===== config.mk =====
export PLATFORM = sky130hd
export DESIGN_NAME = refresh_scheduler
export DESIGN_NICKNAME = d
export VERILOG_FILES = /design/src/rtl/refresh_scheduler.sv
export SDC_FILE = /design/constraint.sdc
export NUM_CORES = 1
export LEC_CHECK = 0
export CORE_MARGIN = 2
export CORE_UTILIZATION = 30
export CTS_CLUSTER_DIAMETER = 100
export DETAILED_ROUTE_END_ITERATION = 6
export GPL_TIMING_DRIVEN = 1
export PLACE_DENSITY = 0.47
export SLEW_MARGIN = 20
export SYNTH_ARGS = -nofsm -noshare
export SYNTH_HDL_FRONTEND = slang
export SYNTH_SLANG_ARGS = --single-unit
export TNS_END_PERCENT = 10

===== constraint.sdc =====
create_clock -name clk -period 2.55 [get_ports clk]
set_clock_uncertainty 0.1 [all_clocks]
set_input_delay 0.6375 -clock clk [delete_from_list [all_inputs] [get_ports clk]]
set_output_delay 0.6375 -clock clk [all_outputs]
set_load 0.1 [all_outputs]

===== src/rtl/refresh_scheduler.sv =====
// ----------------------------------------------------------------------------
// refresh_scheduler
//   Collects refresh ticks from the refresh counter and sequences them onto
//   the DRAM command path. For each grant it issues PRECHARGE ALL, waits
//   T_RP, then issues AUTO REFRESH. After each refresh it waits T_RFC. If
//   more refreshes are owed and the grant is still held, it chains further
//   AUTO REFRESH commands without another precharge.
//
// Parameters
//   T_RP      precharge-to-refresh spacing in clk cycles (>= 1)
//   T_RFC     refresh-to-next-command spacing in clk cycles (>= 1)
//   MAX_PEND  maximum postponed refreshes held (1..15)
//   URGENT_TH pend_cnt level at which urgent asserts (1..MAX_PEND)
//
// Ports
//   clk          sole clock, rising edge
//   reset        asynchronous, active-low reset (release synchronised outside)
//   ref_int      single-cycle refresh tick
//   ref_ack      command-path grant from the main controller
//   ref_req      request for the command path (any state but IDLE)
//   cmd_pre_all  one-cycle PRECHARGE ALL strobe
//   cmd_auto_ref one-cycle AUTO REFRESH strobe
//   ref_busy     scheduler not IDLE
//   pend_cnt     refreshes owed
//   urgent       pend_cnt >= URGENT_TH
//   ref_overflow sticky: a tick arrived with the pending count full
// ----------------------------------------------------------------------------
module refresh_scheduler #(
    parameter int unsigned T_RP      = 3,
    parameter int unsigned T_RFC     = 9,
    parameter int unsigned MAX_PEND  = 8,
    parameter int unsigned URGENT_TH = 4
) (
    input  logic       clk,
    input  logic       reset,
    input  logic       ref_int,
    input  logic       ref_ack,
    output logic       ref_req,
    output logic       cmd_pre_all,
    output logic       cmd_auto_ref,
    output logic       ref_busy,
    output logic [3:0] pend_cnt,
    output logic       urgent,
    output logic       ref_overflow
);

    localparam int unsigned   T_MAX    = (T_RP > T_RFC) ? T_RP : T_RFC;
    localparam int unsigned   CW       = $clog2(T_MAX) + 1;
    // Each wait state covers the spacing minus the strobe cycle itself.
    localparam logic [CW-1:0] RP_LOAD  = CW'(T_RP - 1);
    localparam logic [CW-1:0] RFC_LOAD = CW'(T_RFC - 1);
    localparam logic [3:0]    PEND_MAX = 4'(MAX_PEND);
    localparam logic [3:0]    PEND_URG = 4'(URGENT_TH);

    typedef enum logic [2:0] {
        S_IDLE,
        S_REQ,
        S_PRECH,
        S_WAIT_RP,
        S_AREF,
        S_WAIT_RFC
    } state_t;

    state_t        state;
    logic [CW-1:0] wait_cnt;
    logic [3:0]    pend_nxt;
    logic          overflow_set;
    logic          aref_now;
    logic          wait_done;
    logic          more_ref;

    assign aref_now  = (state == S_AREF);
    assign wait_done = (wait_cnt <= CW'(1));

    // Pending-count update. A tick and a refresh in the same cycle cancel.
    // A tick that arrives with the count full is dropped and flagged.
    always_comb begin
        pend_nxt     = pend_cnt;
        overflow_set = 1'b0;
        if (ref_int && !aref_now) begin
            if (pend_cnt == PEND_MAX)
                overflow_set = 1'b1;
            else
                pend_nxt = pend_cnt + 4'd1;
        end else if (!ref_int && aref_now && (pend_cnt != 4'd0)) begin
            pend_nxt = pend_cnt - 4'd1;
        end
    end

    // Chaining decision uses the post-update count. This way a refresh
    // issued this cycle is already deducted, and the T_RFC=1 path can
    // never issue a refresh with nothing owed.
    assign more_ref = (pend_nxt != 4'd0) && ref_ack;

    always_ff @(posedge clk or negedge reset) begin
        if (!reset) begin
            pend_cnt     <= 4'd0;
            ref_overflow <= 1'b0;
        end else begin
            pend_cnt <= pend_nxt;
            if (overflow_set)
                ref_overflow <= 1'b1;
        end
    end

    always_ff @(posedge clk or negedge reset) begin
        if (!reset) begin
            state    <= S_IDLE;
            wait_cnt <= '0;
        end else begin
            case (state)
                S_IDLE: begin
                    if (pend_cnt != 4'd0)
                        state <= S_REQ;
                end
                S_REQ: begin
                    if (ref_ack)
                        state <= S_PRECH;
                end
                S_PRECH: begin
                    if (T_RP == 1) begin
                        state <= S_AREF;
                    end else begin
                        state    <= S_WAIT_RP;
                        wait_cnt <= RP_LOAD;
                    end
                end
                S_WAIT_RP: begin
                    if (wait_done) begin
                        state    <= S_AREF;
                        wait_cnt <= '0;
                    end else begin
                        wait_cnt <= wait_cnt - CW'(1);
                    end
                end
                S_AREF: begin
                    if (T_RFC == 1) begin
                        state <= more_ref ? S_AREF : S_IDLE;
                    end else begin
                        state    <= S_WAIT_RFC;
                        wait_cnt <= RFC_LOAD;
                    end
                end
                S_WAIT_RFC: begin
                    if (wait_done) begin
                        state    <= more_ref ? S_AREF : S_IDLE;
                        wait_cnt <= '0;
                    end else begin
                        wait_cnt <= wait_cnt - CW'(1);
                    end
                end
                default: begin
                    state    <= S_IDLE;
                    wait_cnt <= '0;
                end
            endcase
        end
    end

    // All outputs are decodes of registered state, so reset clears them at once.
    assign ref_req      = (state != S_IDLE);
    assign ref_busy     = (state != S_IDLE);
    assign cmd_pre_all  = (state == S_PRECH);
    assign cmd_auto_ref = aref_now;
    assign urgent       = (pend_cnt >= PEND_URG);

endmodule


==> Word level (Yosys, flattened, before mapping) <==
Cells that the tools add are included.
W data, S select, Z words.
{ "op_classes": {"magnitude_cmp": 2, "mux": 13, "add_sub_neg": 3, "n_reduce_logical": 13, "eq_ne": 10} }
{ "op_table": {"columns": ["op", "n"], "rows": [
  ["$pmux W5 S4", 1],
  ["$pmux W3 S6", 1],
  ["$mux W3", 5],
  ["$mux W4", 3],
  ["$ne A2 B2 Y1 const B", 4],
  ["$reduce_bool A4 Y1", 2],
  ["$eq A3 B2 Y1 const B", 2],
  ["$eq A3 B3 Y1 const B", 2],
  ["$le A5 B1 Y1 const B", 1],
  ["$mux W5", 1],
  ["$sub A5 B1 Y5 const B", 1],
  ["$add A4 B1 Y4 const B", 1],
  ["$eq A4 B4 Y1 const B", 1],
  ["$ge A4 B3 Y1 const B", 1],
  ["$logic_and A1 B1 Y1", 4],
  ["$reduce_and A4 Y1", 1],
  ["$reduce_or A2 Y1", 2],
  ["$sub A4 B1 Y4 const B", 1],
  ["$eq A3 B1 Y1 const B", 1],
  ["$logic_not A3 Y1", 1],
  ["$reduce_bool A3 Y1", 1],
  ["$logic_not A1 Y1", 2],
  ["$mux W1", 2]
]} }
{ "word_totals": {"wordCells": 45, "output_inout_bits": 10, "input_bits": 4, "register_bits": 13} }

==> Logic depth before layout (Yosys ltp) <==
Gate-level depths: netlist of run 1.
{ "depth": {"ltp_word": 10, "mapped_depth": 7, "mapped_depth_nobuf": 7} }

==> Worst setup path before layout of run 1 <==
No wires, ideal clock.
{ "synth_timing": {"kind": "register -> output", "start": "register state[1]", "end": "output cmd_pre_all", "arrival_ps": 2844, "path_slack_ps": -1032, "t_required_ps": 1812, "path_stages_with_launch": 3, "path_buffers": 1, "path_cell_list": "dfrtp_1 clkbuf_1 nor3b_1"} }
{ "synth_between": {"elab_chain_len": 1} }
{ "synth_rtl": {"columns": ["item", "line", "text"], "rows": [
  ["start, declared", "64", "state_t state;"],
  ["start signal, assigned", "138", "state <= more_ref ? S_AREF : S_IDLE;"],
  ["start signal, assigned", "146", "state <= more_ref ? S_AREF : S_IDLE;"],
  ["$eq A3 B2 Y1", "163", "assign cmd_pre_all = (state == S_PRECH);"],
  ["end, declared", "39", "output logic cmd_pre_all,"]
]} }
Every way passes these cells.

==> Worst setup path in the final report of run 1 <==
{ "layout_timing": {"start": "register state[1]", "end": "output ref_req"} }
{ "layout_between": {"elab_chain_len": 1} }
{ "layout_rtl": {"columns": ["item", "line", "text"], "rows": [
  ["$reduce_bool A3 Y1", "161", "assign ref_req = (state != S_IDLE);"],
  ["end, declared", "38", "output logic ref_req,"]
]} }
Every way passes these cells.

==> key figures, run 1 <==
Yosys
  • Yosys warning count: 0
  • Synth Flop Type: dfrtp_1
  • Synthesized cell area: between 900 and 1000 µm²
  • Asr flop ratio synth: 100%
  • Avg Inst Size Synth: about 9.0 µm²
  • Synth Register Bits: 13
  • Syn_nets: about 110
  • Sequential fraction of the synthesis area: between 30% and 40%
  • Netlist cell types: between 40 and 50
  • Post-synth EDFFs: 0
  • Post-synthesis instance total: around 110

Detailed routing
  • Initial DRC Count: around 50
  • Vias: 823
  • Wire length per cell: roughly 13 µm
  • WL final: approximately 2.1 mm
  • Routed vias/inst: 4.93
  • ANT nets after route: 0
  • Drt pass-1 iters: 4
  • DRC errors left: 0

Cells and area
  • Final nets: 132
  • # diodes: 0
  • Core Util, Final: ~40%
  • Commonest non-fill, non-tap cell in the layout: dfrtp_1
  • # fillers: between 300 and 400
  • Share of cells above drive strength 1: a little over a quarter
  • Synthesis-to-finish area growth: 27.4%
  • Most frequent cells in the layout: dfrtp_1, nand2_1, buf_4

Min path
  • HP Class: reg -> reg

CTS
  • # hold bufs at CTS: 0
  • Clock latency on the worst-skew pair: 0.28 ns
  • CTS HTree Levels: 1
  • Postcts setup bufs: 0
  • CTS root buf: clkbuf_4
  • Clk sinks: 13
  • Reg clk slew, reported paths: about 0.09 ns
  • Total CTS buffers: 3
  • Post-CTS Resized: 0
  • CTS tree: built
  • Clock buffer depth: 2

Place
  • DP HPWL: roughly 1.6 mm
  • Pre-CTS setup slack: between 0.03 and 0.04 ns
  • Global placer's final weighted congestion: around 0.85
  • Number of buffers added on ports: 13

Floorplanning
  • Die ar.: roughly 3600 µm²
  • CORE AREA: between 3000 and 4000 µm²
  • Num rows: 20
  • Die X: approximately 60 µm
  • Top Ports: 14
  • Starting Density: a little under a third
  • Die height: ~60 µm

Setup path
  • Delay-heaviest family, CP: simple AND/OR/NAND/NOR gates
  • Worst setup EP type: output pin
  • Critical Path Max Stage Delay: between 0.3 and 0.4 ns
  • CP Launch Type: register
  • Reg2reg setup slack: ~0.44 ns
  • Worst path bufs/invs: 2
  • Crit path kind: reg -> out
  • Slowest-stage cell, CP: dfrtp_1
  • CP required: between 1.5 and 2 ns
  • CP Cell Sequence: buf_4 -> nor2_1 -> nand2_1 -> buf_12
  • Crit path DAT: 1.59 ns
  • CP max FO: 12

STA
  • Final WS setup: 0.224 ns
  • Fin. Hold Viols: 0
  • Slew of the pin with the lowest slew margin: roughly 0.62 ns
  • Min Clock Period, post-route: 2.33 ns
  • Ratio of final minimum period to clock period: 91.2%
  • Setup violators final: 0
  • Max-slew headroom: between 50 and 60%
  • Unrepaired setup endpoints after global routing: no
  • Fmax: ~430 MHz
  • Fin. max-slew vios: 0

GRT
  • Vias in the first global route: around 830
  • First-pass GRT wire length: around 3.7 mm
  • Global Route Usage Sum: a little over an eighth
  • Grt total ovfl: 0
  • Largest net degree at the start of global routing: 14
  • Initial antenna violation count: 0

Run
  • Max-cap violations: 0

Outcome
  • Status: finished, final reports clean
## worst register-to-register path: cells and delay by family, from the launching register on
family          cells  cell delay [ns]
simple gates        3             0.93
compound gates      2             0.43
flops               1             0.39
buf+inv             1             0.14
## sequential cells by signal, indices dropped and copies added, names as in the netlist
name,count
pend_cnt,4
ref_overflow,1
state,3
wait_cnt,5
## path summary, 6_finish.rpt
path,startpoint,to,cells past startpoint
worst min-delay path,ref_overflow$_DFFE_PN0P_,ref_overflow$_DFFE_PN0P_,1
worst min register to register,ref_overflow$_DFFE_PN0P_,ref_overflow$_DFFE_PN0P_,1
worst max register to register,state[1]$_DFFE_PN0P_,state[2]$_DFFE_PN0P_,6
worst max-delay path,state[1]$_DFFE_PN0P_,ref_req,4
min in group asynchronous,reset,wait_cnt[0]$_DFFE_PN0N_,1
max in group asynchronous,reset,state[1]$_DFFE_PN0P_,1
## per-stage QoR
step / hold slack (ns) / TNS [ns] / instance area (µm²) / std cells
after CTS: 0.382 / 0 / 1200 / 167
after detailed placement: 0.360 / 0 / 1170 / 163
after global routing: 0.410 / 0 / 1200 / 167
after floorplan: 0.242 / -0.0935 / 951 / 105
after global placement: 0.352 / 0 / 1170 / 163
final: 0.379 / 0 / 1200 / 167
## cell families after synthesis
logic type      count (synthesis)  synth area share [%]
buf+inv                        14                  8.50
fa+ha+maj                       4                  5.31
simple gates                   43                  25.5
flops                          13                  34.5
compound gates                 25                  19.8
xor+xnor                        1                 0.930
mux                             5                  5.44
## synth_stat cells, types with 2 or more instances
cell      count  share of area (%)
dfrtp_1      13                 35
nand2_1      12                4.8
inv_1         8                3.2
o21ai_0       8                4.2
nor2_1        6                2.4
ha_1          4                5.3
mux2i_1       4                4.2
nor3_1        3                1.6
buf_4         2                1.6
clkbuf_1      2               0.80
nand2b_1      2                1.3
nand3_1       2                1.1
nand4_1       2                1.3
nor3b_1       2                1.6
o211ai_1      2                1.6
o21bai_1      2                1.6
or3_1         2                1.3
or4_1         2                1.6
## per-layer routing
metal	routed length (µm)	global-route usage (%)	up-vias
met5	0	0	-
met4	15	4.44	0
met3	72	2.38	2
met2	1020	22.8	14
met1	984	16.8	387
li1	-	-	420
## cell type report
class,count,area [µm²],share of cell area (%)
inverters,9,50.0,4.17
multi-input cells,78,542,45.2
clock buffers,3,22.5,1.88
repair buffers,19,200,16.7
well taps,44,55.1,4.59
flip-flops and latches,13,325,27.1
clock inverters,1,5.00,0.417
Power of run 1 is left out: the tool's default activity adds up to more than one toggle a clock period on the data nets, which glitch-free logic cannot reach.
==> run 2, diff against run 1 <==
--- a/config.mk
+++ b/config.mk
@@ -5,6 +5,7 @@
 export SDC_FILE = /design/constraint.sdc
 export NUM_CORES = 1
 export LEC_CHECK = 0
+export CORE_ASPECT_RATIO = 1.5
 export CORE_MARGIN = 2
 export CORE_UTILIZATION = 30
 export CTS_CLUSTER_DIAMETER = 100
==> run 2 against run 1 <==
Fmax is 1.5% higher; first-iteration DRC count is 88% lower; cell area is 1.0% higher; critical path type is now in -> reg; critical endpoint is now state[2]$_DFFE_PN0P_; largest cell class unchanged; highest routed layer unchanged.
==> key figures, run 2 (same netlist as run 1, synthesis figures left out) <==
Cells and area
  • Most frequent cells in the layout: dfrtp_1, nand2_1, buf_4
  • Reg area: 325 µm² (unchanged)
  • Synthesis-to-finish area growth: 28.7%
  • # fillers: 330 (+6.8%)
  • Final nets: 132 (unchanged)
  • Max reg flops: 5 (unchanged)
  • # diodes: 0 (unchanged)
  • Biggest register: wait_cnt
  • Fin area: 1210 µm² (+1.0%)
  • Top Registers: wait_cnt (5), pend_cnt (4), state (3)
  • Multi-input logic area: 542 µm² (unchanged)
  • Share of cells above drive strength 1: 26.0% (unchanged)
  • Commonest non-fill, non-tap cell in the layout: dfrtp_1

GRT
  • Initial antenna violation count: 0 (unchanged)
  • Met1 Use GR: 12.2% (-4.6 points)
  • GRT busiest layer: met2
  • Global Route Usage Sum: 12.7% (-0.66 points)
  • First-pass GRT wire length: 3.55 mm (-3.4%)
  • GR Util met2: 25.8% (+3.0 points)
  • Largest net degree at the start of global routing: 14 (unchanged)
  • Grt total ovfl: 0 (unchanged)
  • M3 GR Usage: 1.84% (-0.54 points)
  • Vias in the first global route: 850 (+2.2%)

STA
  • Fmax: 436 MHz (+1.5%)
  • Setup TNS: 0 ns (unchanged)
  • Fin. max-slew vios: 0 (unchanged)
  • Max-slew headroom: 61.2% (+3.0 points)
  • Final WS setup: 0.259 ns (+0.0346 ns)
  • Min Hold Slack: 0.373 ns (-0.00597 ns)
  • Setup violators final: 0 (unchanged)
  • Fin. Hold Viols: 0 (unchanged)
  • Min Clock Period, post-route: 2.29 ns (-0.0346 ns)
  • Ratio of final minimum period to clock period: 89.9% (-1.4 points)
  • Unrepaired setup endpoints after global routing: no
  • Slew of the pin with the lowest slew margin: 0.580 ns (-0.0445 ns)

CTS
  • Reg clk slew, reported paths: 0.06 ns (-0.03 ns)
  • CTS HTree Levels: 1 (unchanged)
  • Clk sinks: 13 (unchanged)
  • # hold bufs at CTS: 0 (unchanged)
  • CTS root buf: clkbuf_8
  • Post-CTS Resized: 0 (unchanged)
  • Postcts setup bufs: 0 (unchanged)
  • CTS tree: built
  • Clock latency on the worst-skew pair: 0.24 ns (-0.04 ns)
  • Clock buffer depth: 2 (unchanged)
  • Total CTS buffers: 3 (unchanged)

Setup path
  • CP max FO: 3 (-9)
  • Critical Path Max Stage Delay: 0.54 ns (+0.15 ns)
  • CP Launch Type: primary input
  • Crit path kind: in -> reg
  • CP Cell Sequence: clkdlybuf4s50_1 -> or4_1 -> nor3_1 -> a2bb2oi_2 -> and4bb_1 -> o211ai_2
  • Critical R2R Launch: state[1]$_DFFE_PN0P_
  • Critical Path Start: ref_int
  • CP required: 2.61 ns (+0.80 ns)
  • Worst setup EP type: register
  • Crit path DAT: 2.35 ns (+0.76 ns)
  • Slowest-stage cell, CP: or4_1

Place
  • DP HPWL: 1.69 mm (+5.9%)
  • Number of buffers added on ports: 13 (unchanged)
  • Placed Area: 1170 µm² (-0.53%)
  • Global placer's final weighted congestion: 0.779 (-7.9%)
  • Pre-CTS setup slack: -0.00279 ns (-0.0333 ns)

Detailed routing
  • Drt pass-1 iters: 2 (-2)
  • ANT nets after route: 0 (unchanged)
  • Vias: 817 (-0.73%)
  • DRC errors left: 0 (unchanged)
  • Wire length per cell: 12.6 µm (+0.67%)
  • Initial DRC Count: 6 (-88%)
  • Routed vias/inst: 5.04 (+2.3%)
  • WL final: 2.04 mm (-2.3%)

Floorplanning
  • Num rows: 24 (+20%)
  • Die X: 49.8 µm (-17%)
  • Starting Density: 32.0% (+0.90 points)
  • CORE AREA: 2940 µm² (-2.8%)
  • Die ar.: 3610 µm² (+0.25%)
  • Top Ports: 14 (unchanged)
  • Die height: 72.6 µm (+21%)

Min path
  • Hold path start: ref_overflow$_DFFE_PN0P_
  • HP Class: reg -> reg

Run
  • Max-cap violations: 0 (unchanged)

Outcome
  • Status: finished, final reports clean
## run 2: cell counts in the layout (fill, tap and decap cells not counted)
No cell type changed its count.
## run 2: cell type report
type / count / share of cell area [%]
Sequential cell: 13 / 26.8
Tap cell: 39 / 4.02
Clock inverter: 1 / 0.413
Inverter: 9 / 4.13
Clock buffer: 3 / 3.41
Timing Repair Buffer: 19 / 16.5
Multi-Input combinational cell: 78 / 44.7
## run 2: stage by stage
step                      util [%]  cells
after floorplan                  -    105
after global routing          41.2    162
after detailed placement      39.6    158
after global placement        39.6    158
final                         41.2    162
after CTS                     41.2    162
## run 2: worst paths after layout
kind	endpoint	slack, ns	cells past startpoint
max reg2reg	state[2]$_DFFE_PN0P_	0.43	6
max	state[2]$_DFFE_PN0P_	0.26	6
max in group asynchronous	state[0]$_DFFE_PN0P_	1.30	1
min in group asynchronous	wait_cnt[0]$_DFFE_PN0N_	0.67	1
min reg2reg	ref_overflow$_DFFE_PN0P_	0.37	1
min	ref_overflow$_DFFE_PN0P_	0.37	1
## run 2: worst max-delay path, delay by kind of cell
family	cells	cell delay (ns)
buffers and inverters	1	0.44
AOI/OAI and AO/OA	2	0.30
and+or+nand+nor	3	0.97
## run 2: routing by layer
layer	wire length, µm	up-vias
met5	0	-
met4	17	0
met3	65	2
met2	1170	10
met1	788	385
li1	-	420
Power of run 2 is left out for the same reason.
